==> config.mk <==
export PLATFORM = sky130hd
export DESIGN_NAME = ppg_ratio_calc_flat
export DESIGN_NICKNAME = d
export VERILOG_FILES = /design/src/rtl/ppg_ratio_calc_if.sv /design/src/rtl/ppg_ratio_calc.sv /design/src/flat_wrapper.sv
export SDC_FILE = /design/constraint.sdc
export NUM_CORES = 1
export LEC_CHECK = 0
export CAP_MARGIN = 30
export CORE_ASPECT_RATIO = 1.25
export CORE_MARGIN = 2
export CORE_UTILIZATION = 59
export DETAILED_ROUTE_END_ITERATION = 7
export MAX_ROUTING_LAYER = met4
export PLACE_DENSITY = 0.83
export RECOVER_POWER = 25
export SLEW_MARGIN = 15
export SYNTH_ARGS = -nofsm -noshare
export SYNTH_HDL_FRONTEND = slang
export SYNTH_SLANG_ARGS = --single-unit
==> constraint.sdc <==
create_clock -name CLK -period 5.8 [get_ports CLK]
set_input_delay 1.16 -clock CLK [delete_from_list [all_inputs] [get_ports CLK]]
set_output_delay 1.16 -clock CLK [all_outputs]
set_load 0.01 [all_outputs]
==> src/rtl/ppg_ratio_calc_if.sv <==
// Sample/result bus between the LED/PGA controller, ppg_ratio_calc and the SpO2 lookup stage.
interface ppg_ratio_calc_if;
    logic       enable;
    logic       sample_valid;
    logic [7:0] red_sample;
    logic [7:0] ir_sample;
    logic [7:0] ratio;
    logic [7:0] ac_red;
    logic [7:0] ac_ir;
    logic [7:0] dc_red;
    logic [7:0] dc_ir;
    logic       result_valid;
    logic       div_zero;
    logic       clip;
    logic       overrun;
    logic       busy;

    modport master (
        output enable, sample_valid, red_sample, ir_sample,
        input  ratio, ac_red, ac_ir, dc_red, dc_ir, result_valid, div_zero, clip, overrun, busy
    );

    modport slave (
        input  enable, sample_valid, red_sample, ir_sample,
        output ratio, ac_red, ac_ir, dc_red, dc_ir, result_valid, div_zero, clip, overrun, busy
    );
endinterface

==> src/rtl/ppg_ratio_calc.sv <==
// Windowed min/max tracker and Q2.6 ratio-of-ratios engine with a 22-cycle restoring divider.
// Optional macro PPG_CLIP_DETECT_EN enables per-window clip detection (0/255 samples force ratio 0).
module ppg_ratio_calc #(
    parameter int unsigned WIN_LEN = 256
) (
    input  logic            CLK,
    input  logic            rst_n,
    ppg_ratio_calc_if.slave bus
);
    localparam int unsigned CW = (WIN_LEN > 2) ? $clog2(WIN_LEN) : 1;

    typedef enum logic [2:0] {S_IDLE, S_ACCUM, S_MULT, S_DIVIDE, S_DONE} state_t;

    state_t        r_state;
    logic [7:0]    r_min_red, r_max_red, r_min_ir, r_max_ir;
    logic [CW-1:0] r_count;
    logic [7:0]    r_ac_red_s, r_dc_red_s, r_ac_ir_s, r_dc_ir_s;
    logic [15:0]   r_den;
    logic [21:0]   r_dvd, r_quo;
    logic [15:0]   r_rem;
    logic [4:0]    r_bit;
    logic [7:0]    r_ratio, r_ac_red, r_ac_ir, r_dc_red, r_dc_ir;
    logic          r_result_valid, r_div_zero, r_clip, r_overrun, r_busy;

    logic          w_accept, w_last, w_ge;
    logic [7:0]    w_min_red, w_max_red, w_min_ir, w_max_ir;
    logic [8:0]    w_sum_red, w_sum_ir;
    logic [15:0]   w_num, w_den, w_sub;
    logic [16:0]   w_rem_sh;
    logic [7:0]    w_ratio;

    assign w_accept  = bus.enable && bus.sample_valid && (r_state != S_IDLE);
    assign w_last    = w_accept && (r_count == CW'(WIN_LEN - 1));
    assign w_min_red = (bus.red_sample < r_min_red) ? bus.red_sample : r_min_red;
    assign w_max_red = (bus.red_sample > r_max_red) ? bus.red_sample : r_max_red;
    assign w_min_ir  = (bus.ir_sample  < r_min_ir)  ? bus.ir_sample  : r_min_ir;
    assign w_max_ir  = (bus.ir_sample  > r_max_ir)  ? bus.ir_sample  : r_max_ir;
    assign w_sum_red = {1'b0, w_max_red} + {1'b0, w_min_red};
    assign w_sum_ir  = {1'b0, w_max_ir}  + {1'b0, w_min_ir};
    assign w_num     = 16'(r_ac_red_s) * 16'(r_dc_ir_s);
    assign w_den     = 16'(r_ac_ir_s)  * 16'(r_dc_red_s);

    // When the compare succeeds the true difference is below 2^16, so 16 bits suffice.
    assign w_rem_sh  = {r_rem, r_dvd[21]};
    assign w_ge      = (w_rem_sh >= {1'b0, r_den});
    assign w_sub     = w_rem_sh[15:0] - r_den;
    assign w_ratio   = ((r_den == '0) || (|r_quo[21:8])) ? 8'hFF : r_quo[7:0];

`ifdef PPG_CLIP_DETECT_EN
    logic r_clip_flag, r_clip_s, w_clip_hit;
    assign w_clip_hit = (bus.red_sample == '0) || (bus.red_sample == '1) ||
                        (bus.ir_sample  == '0) || (bus.ir_sample  == '1);

    always_ff @(posedge CLK or negedge rst_n) begin
        if (!rst_n) begin
            r_clip_flag <= 1'b0;
            r_clip_s    <= 1'b0;
        end else if (!bus.enable) begin
            r_clip_flag <= 1'b0;
        end else if (w_accept) begin
            if (w_last) begin
                r_clip_flag <= 1'b0;
                if (r_state == S_ACCUM) r_clip_s <= r_clip_flag | w_clip_hit;
            end else begin
                r_clip_flag <= r_clip_flag | w_clip_hit;
            end
        end
    end
`endif

    always_ff @(posedge CLK or negedge rst_n) begin
        if (!rst_n) begin
            r_state        <= S_IDLE;
            r_min_red      <= '1;
            r_max_red      <= '0;
            r_min_ir       <= '1;
            r_max_ir       <= '0;
            r_count        <= '0;
            r_ac_red_s     <= '0;
            r_dc_red_s     <= '0;
            r_ac_ir_s      <= '0;
            r_dc_ir_s      <= '0;
            r_den          <= '0;
            r_dvd          <= '0;
            r_quo          <= '0;
            r_rem          <= '0;
            r_bit          <= '0;
            r_ratio        <= '0;
            r_ac_red       <= '0;
            r_ac_ir        <= '0;
            r_dc_red       <= '0;
            r_dc_ir        <= '0;
            r_result_valid <= 1'b0;
            r_div_zero     <= 1'b0;
            r_clip         <= 1'b0;
            r_overrun      <= 1'b0;
            r_busy         <= 1'b0;
        end else begin
            r_result_valid <= 1'b0;
            r_overrun      <= 1'b0;
            if (!bus.enable) begin
                r_state   <= S_IDLE;
                r_busy    <= 1'b0;
                r_min_red <= '1;
                r_max_red <= '0;
                r_min_ir  <= '1;
                r_max_ir  <= '0;
                r_count   <= '0;
            end else begin
                // Window accumulation runs alongside the computation states.
                if (w_accept) begin
                    if (w_last) begin
                        r_min_red <= '1;
                        r_max_red <= '0;
                        r_min_ir  <= '1;
                        r_max_ir  <= '0;
                        r_count   <= '0;
                        if (r_state == S_ACCUM) begin
                            r_ac_red_s <= w_max_red - w_min_red;
                            r_dc_red_s <= 8'(w_sum_red >> 1);
                            r_ac_ir_s  <= w_max_ir - w_min_ir;
                            r_dc_ir_s  <= 8'(w_sum_ir >> 1);
                        end else begin
                            r_overrun <= 1'b1;
                        end
                    end else begin
                        r_min_red <= w_min_red;
                        r_max_red <= w_max_red;
                        r_min_ir  <= w_min_ir;
                        r_max_ir  <= w_max_ir;
                        r_count   <= r_count + CW'(1);
                    end
                end

                case (r_state)
                    S_IDLE: r_state <= S_ACCUM;
                    S_ACCUM: begin
                        if (w_last) begin
                            r_state <= S_MULT;
                            r_busy  <= 1'b1;
                        end
                    end
                    S_MULT: begin
                        r_den   <= w_den;
                        r_dvd   <= {w_num, 6'b0};
                        r_rem   <= '0;
                        r_quo   <= '0;
                        r_bit   <= '0;
                        r_state <= S_DIVIDE;
                    end
                    S_DIVIDE: begin
                        r_rem <= w_ge ? w_sub : w_rem_sh[15:0];
                        r_quo <= {r_quo[20:0], w_ge};
                        r_dvd <= {r_dvd[20:0], 1'b0};
                        r_bit <= r_bit + 5'd1;
                        if (r_bit == 5'd21) begin
                            r_state <= S_DONE;
                            r_busy  <= 1'b0;
                        end
                    end
                    S_DONE: begin
                        r_ac_red       <= r_ac_red_s;
                        r_dc_red       <= r_dc_red_s;
                        r_ac_ir        <= r_ac_ir_s;
                        r_dc_ir        <= r_dc_ir_s;
                        r_div_zero     <= (r_den == '0);
`ifdef PPG_CLIP_DETECT_EN
                        r_clip         <= r_clip_s;
                        r_ratio        <= r_clip_s ? 8'd0 : w_ratio;
`else
                        r_clip         <= 1'b0;
                        r_ratio        <= w_ratio;
`endif
                        r_result_valid <= 1'b1;
                        r_state        <= S_ACCUM;
                    end
                    default: r_state <= S_IDLE;
                endcase
            end
        end
    end

    assign bus.ratio        = r_ratio;
    assign bus.ac_red       = r_ac_red;
    assign bus.ac_ir        = r_ac_ir;
    assign bus.dc_red       = r_dc_red;
    assign bus.dc_ir        = r_dc_ir;
    assign bus.result_valid = r_result_valid;
    assign bus.div_zero     = r_div_zero;
    assign bus.clip         = r_clip;
    assign bus.overrun      = r_overrun;
    assign bus.busy         = r_busy;
endmodule

==> src/flat_wrapper.sv <==
// flat-port wrapper written by rule: the top's interface ports become plain ports
module ppg_ratio_calc_flat 
#(
    parameter int unsigned WIN_LEN = 256
)
  (CLK, rst_n, bus_enable, bus_sample_valid, bus_red_sample, bus_ir_sample, bus_ratio, bus_ac_red, bus_ac_ir, bus_dc_red, bus_dc_ir, bus_result_valid, bus_div_zero, bus_clip, bus_overrun, bus_busy);
  ppg_ratio_calc_if bus_i ();
  input  logic CLK;
  input  logic rst_n;
  input wire logic [$bits(bus_i.enable)-1:0] bus_enable;
  input wire logic [$bits(bus_i.sample_valid)-1:0] bus_sample_valid;
  input wire logic [$bits(bus_i.red_sample)-1:0] bus_red_sample;
  input wire logic [$bits(bus_i.ir_sample)-1:0] bus_ir_sample;
  output wire logic [$bits(bus_i.ratio)-1:0] bus_ratio;
  output wire logic [$bits(bus_i.ac_red)-1:0] bus_ac_red;
  output wire logic [$bits(bus_i.ac_ir)-1:0] bus_ac_ir;
  output wire logic [$bits(bus_i.dc_red)-1:0] bus_dc_red;
  output wire logic [$bits(bus_i.dc_ir)-1:0] bus_dc_ir;
  output wire logic [$bits(bus_i.result_valid)-1:0] bus_result_valid;
  output wire logic [$bits(bus_i.div_zero)-1:0] bus_div_zero;
  output wire logic [$bits(bus_i.clip)-1:0] bus_clip;
  output wire logic [$bits(bus_i.overrun)-1:0] bus_overrun;
  output wire logic [$bits(bus_i.busy)-1:0] bus_busy;
  assign bus_i.enable = bus_enable;
  assign bus_i.sample_valid = bus_sample_valid;
  assign bus_i.red_sample = bus_red_sample;
  assign bus_i.ir_sample = bus_ir_sample;
  assign bus_ratio = bus_i.ratio;
  assign bus_ac_red = bus_i.ac_red;
  assign bus_ac_ir = bus_i.ac_ir;
  assign bus_dc_red = bus_i.dc_red;
  assign bus_dc_ir = bus_i.dc_ir;
  assign bus_result_valid = bus_i.result_valid;
  assign bus_div_zero = bus_i.div_zero;
  assign bus_clip = bus_i.clip;
  assign bus_overrun = bus_i.overrun;
  assign bus_busy = bus_i.busy;
  ppg_ratio_calc #(.WIN_LEN(WIN_LEN)) u_core (.CLK(CLK), .rst_n(rst_n), .bus(bus_i));
endmodule
# == Yosys cells after proc, flatten, opt, wreduce, memory -nomap -nowiden ==
# Cells that the tools add are included.
# op_classes
n_eq_ne,10
addsub,7
multipliers,2
muxes,39
order_cmp,5
n_reduce_logical,16
# op_table
op,n
8-bit two-way mux,20
22-bit case mux with 2 select lines,2
8-bit by 8-bit multiplier with 16-bit output,2
16-bit case mux with 2 select lines,1
8-bit by 8-bit adder with 9-bit output,2
17-bit by 16-bit >= comparator with 1-bit output,1
8-bit greater-than comparator,2
16-bit logical NOT,1
8-bit < comparator,2
16-bit two-way mux,1
16-bit subtractor,1
8-bit subtractor,2
14-bit OR reduction,1
3-bit case mux with 4 select lines,1
5-bit case mux with 2 select lines,1
1-bit two-way mux,9
3-bit two-way mux,3
8-bit by 1-bit adder with 8-bit output (second input constant),1
8-bit equality test (second input constant),1
2-bit AND reduction,4
3-bit by 2-bit equality test with 1-bit output (second input constant),2
3-bit by 2-bit inequality test with 1-bit output (second input constant),2
5-bit by 1-bit adder with 5-bit output (second input constant),1
5-bit equality test (second input constant),1
13 further kinds,15
# word_totals
inputBits,20
ff_bits,200
elab_cells,103

# == Depth between registers and ports, before layout ==
# depth
depth_word,6
ltp_mapped,19

# == Worst setup path after synthesis ==
# Ideal clock, no wire load.
# synth_path
path_type,flip-flop to flip-flop
start,register u_core.r_dc_ir_s[7]
end,register u_core.r_dvd[21]
required_time_ns,5.720
setup_ns,0.080
path_buffers,1
setup_slack_ns,1.291
stages_incl_launch_ff,17
arrival_time_ns,4.429
cell_sequence,dfrtp_1 -> clkbuf_1 -> and2_1 -> fa_1 -> fa_1 -> fa_1 -> inv_1 -> fa_1 -> inv_1 -> ha_1 -> or3_1 -> o21ai_0 -> a21oi_1 -> o41ai_1 -> o21ai_1 -> xnor2_1 -> a2bb2oi_1
# synth_via
elab_chain_len,2
# synth_rtl
item,line_no,text
start: declaration,ppg_ratio_calc.sv:17,"logic [7:0] r_ac_red_s, r_dc_red_s, r_ac_ir_s, r_dc_ir_s;"
start signal: assignment,ppg_ratio_calc.sv:122,r_dc_ir_s <= 8'(w_sum_ir >> 1);
8-bit by 8-bit multiplier with 16-bit output,ppg_ratio_calc.sv:40,assign w_num = 16'(r_ac_red_s) * 16'(r_dc_ir_s);
22-bit case mux with 2 select lines,ppg_ratio_calc.sv:135,case (r_state)
end signal: assignment,ppg_ratio_calc.sv:145,"r_dvd <= {w_num, 6'b0};"
end signal: assignment,ppg_ratio_calc.sv:154,"r_dvd <= {r_dvd[20:0], 1'b0};"
end: declaration,ppg_ratio_calc.sv:19,"logic [21:0] r_dvd, r_quo;"
# No other way between the ends. The select of a mux whose other input is x is not followed.
# A chain may end at the register's enable or synchronous reset.

# == Worst setup path in the final report ==
# layout_path
start,register u_core.r_dc_ir_s[4]
end,register u_core.r_dvd[21]
# Same word-level chain as after synthesis.

==> results.yml <==
run_status:
  status: "finished, violations left"
  violations: "capacitance limit, slew limit"
layout:
  drive_gt1_frac: 0.0817
  area_growth_pct: 9.91
  antennaDiodeCount: 0
  nets: 1912
global_route:
  grt-ovfl-total: 0
  first_global_vias: 12000
  grt_max_degree: 121
  antenna_found_initial: 0
  grt_pass1_wl_um: 57100
  grtUsageTotal: 0.264
place:
  dp_hpwl_um: 24400
  place.gp.congestion: 0.898
  portBuffers: 63
  dp_slack_ns: 0.640
detailed_routing:
  viasPerCell: 5.84
  firstDrtPassIters: 5
  avgRoutedWirePerCell_um: 16.6
  dr.first_iter.drc_count: 820
  dr_total_vias: 11800
  drc: 0
  ant_nets: 0
  routed_wirelength_um: 33500
clock_tree:
  cts_resized: 0
  holdBufCountCts: 0
  cts_setup_buffers: 0
  htreeDepth: 4
  clockRootBuffer: "clkbuf_16"
  clock-sinks: 194
  clock_path_buffers: 2
  clk_pin_slew_ns: 0.09
  cts_buffers: 17
  clk_latency_ns: 0.46
  cts_tree: "yes"
sta:
  fin_ws_ns: 0.901
  rsz0062_at_grt: "no"
  tns_ns: 0
  tightest_slew_ns: 2.17
  fin_crit_sh: 0.845
  finClkSkew_ns: 0.0197
  slew_violations: 123
  setup_violations: 0
  post-route-min-period_ns: 4.90
  relSlewSlack: -0.448
  hold_violations: 0
  max_freq_mhz: 204
logic_synthesis:
  syn_nets: 1882
  synth_warnings: 0
  synth_fa_ha_area_frac: 0.225
  syn_area_sq_um: 15200
  synth_edf_count: 0
  synth_ff_type: "dfrtp_1"
  synthSimpleGateAreaFrac: 0.153
  synth_top_family_by_area: "adder cells"
  synth.distinct_cells: 75
  syn_inst: 1634
  synth_compound_area_frac: 0.157
  synth-async-reset-ratio: 1.00
  ys_ff_latch: 194
  syn_avg_cell_area_sq_um: 9.32
  synth_xor_area_frac: 0.0270
  yosysSeqAreaShare: 0.320
  synth_mux_area_frac: 0.0536
worst_hold_path:
  hold_path_class: "reg2reg"
floorplanning:
  die_area_sq_um: 27100
  coreArea_sq_um: 25300
  die-width_um: 148
  num_io_pins: 65
  num_rows: 65
  initial_core_util: 0.602
  die_h_um: 184
critical_path:
  start_kind: "register"
  required_ns: 6.19
  cp.arrival_ns: 5.28
  endpoint_kind: "register"
  critPathMaxFanout: 10
  critPathKind: "reg2reg"
job:
  cap_viol_max_count: 2
power:
  peakVddDrop_v: 0.000214
  powerDensity_nw_per_um2: 188
  leakage_uw: 0.00825
## routing by layer
layer,up-vias,share of wire,routed length [um],global-route usage
met5,-,0,0,-
met4,0,0.019,624,0.0777
met3,52,0.034,1140,0.0298
met2,258,0.53,17800,0.474
met1,5840,0.42,13900,0.314
li1,5609,-,-,-
## cell usage in the layout (no fill, tap or decap), drive strengths merged, types with 18 or more instances in the layout
master / count
mux2i: 23
mux2: 52
dfrtp: 178
o31ai: 22
nand2: 196
clkbuf: 19
nor2: 65
xnor2: 28
o21a: 18
a21o: 22
clkdlybuf4s50: 62
inv: 183
ha: 151
nor3: 19
o21ai: 120
nand3: 40
a21oi: 64
fa: 77
and2: 106
a22o: 18
xor2: 19
## where the power goes
group / total, uW / internal [uW] / leakage, uW / switching, uW
logic: 491 / 205 / 0.00531 / 285
registers: 1390 / 1380 / 0.00264 / 17.6
clock network: 1260 / 631 / 0.000303 / 632
total: 3150 / 2210 / 0.00825 / 935
## layout make-up
class | count | area, sq um
Inverter | 176 | 661
Clock buffer | 17 | 425
Sequential cell | 194 | 4870
Fill cell | 1922 | 8560
Multi-Input combinational cell | 1194 | 9390
Timing Repair Buffer | 81 | 754
Tap cell | 335 | 419
Clock inverter | 15 | 206
## state kept, by name, summed over array words and instances (netlist names), 3 cells and up
| signal | count |
|---|---|
| u_core.r_quo | 22 |
| u_core.r_ac_ir_s | 8 |
| u_core.bus.ac_red | 8 |
| u_core.bus.dc_red | 8 |
| u_core.r_min_red | 8 |
| u_core.bus.dc_ir | 8 |
| u_core.r_state | 3 |
| u_core.r_dc_ir_s | 8 |
| u_core.r_count | 8 |
| u_core.r_dc_red_s | 8 |
| u_core.bus.ratio | 8 |
| u_core.r_bit | 5 |
| u_core.r_min_ir | 8 |
| u_core.r_rem | 16 |
| u_core.bus.ac_ir | 8 |
| u_core.r_ac_red_s | 8 |
| u_core.r_max_red | 8 |
| u_core.r_dvd | 16 |
| u_core.r_max_ir | 8 |
| u_core.r_den | 16 |
## synth_stat cells (20+ instances only)
cell type  number  share of area
a21o_1         22          0.011
a21oi_1        59          0.019
and2_1        104          0.043
clkbuf_1       55          0.014
dfrtp_1       178           0.29
fa_1           77           0.10
ha_1          151           0.12
inv_1         176          0.043
mux2_2         48          0.036
mux2i_1        23          0.015
nand2_1       196          0.048
nand3_1        40          0.013
nor2_1         65          0.016
o21ai_0       107          0.035
o31ai_1        20         0.0099
xnor2_1        28          0.016
## per-stage QoR
step	cell area [sq um]	instances	power (uW)	utilization	hold WS, ns
floorplan	15200	1634	1750	-	0.441
global placement	16100	1978	1890	0.636	0.456
detailed placement	16100	1978	1900	0.636	0.470
CTS	16700	2010	3170	0.661	0.488
global route	16700	2012	3270	0.661	0.508
finish	16700	2012	3150	0.661	0.485
## logic make-up (layout without fill, tap and decap cells)
| family | count (synthesis) | count (layout) |
|---|---|---|
| AO/OA/AOI/OAI | 358 | 358 |
| XOR/XNOR | 47 | 47 |
| adder cells (fa/ha/maj) | 228 | 228 |
| buffers and inverters | 246 | 289 |
| flip-flops | 194 | 194 |
| multiplexers | 75 | 75 |
| other | 1 | 1 |
| AND/OR/NAND/NOR | 485 | 485 |
## path summary, 6_finish.rpt
kind / startpoint / end / slack, ns / cells past startpoint
max: u_core.r_dc_ir_s[4] / u_core.r_dvd[21] / 0.90 / 15
min: u_core.r_quo[21] / u_core.r_quo[21] / 0.49 / 2
max reg2reg: u_core.r_dc_ir_s[4] / u_core.r_dvd[21] / 0.90 / 15
min reg2reg: u_core.r_quo[21] / u_core.r_quo[21] / 0.49 / 2
max in group asynchronous: rst_n / u_core.r_dvd[16] / 1.29 / 3
min in group asynchronous: rst_n / u_core.bus.ratio[4] / 1.33 / 1
## worst max-delay path, stage by stage, from the launching register on
cell       delay, ns
dfrtp_1         0.53
and2_1          0.25
fa_1            0.55
fa_1            0.44
fa_1            0.56
inv_1           0.06
fa_1            0.54
inv_1           0.05
ha_1            0.34
or3_1           0.36
o21ai_0         0.08
a21oi_1         0.08
o41ai_1         0.49
o21ai_1         0.17
xnor2_1         0.19
a2bb2oi_1       0.16
No activity file was read; power rests on OpenSTA's default activity.
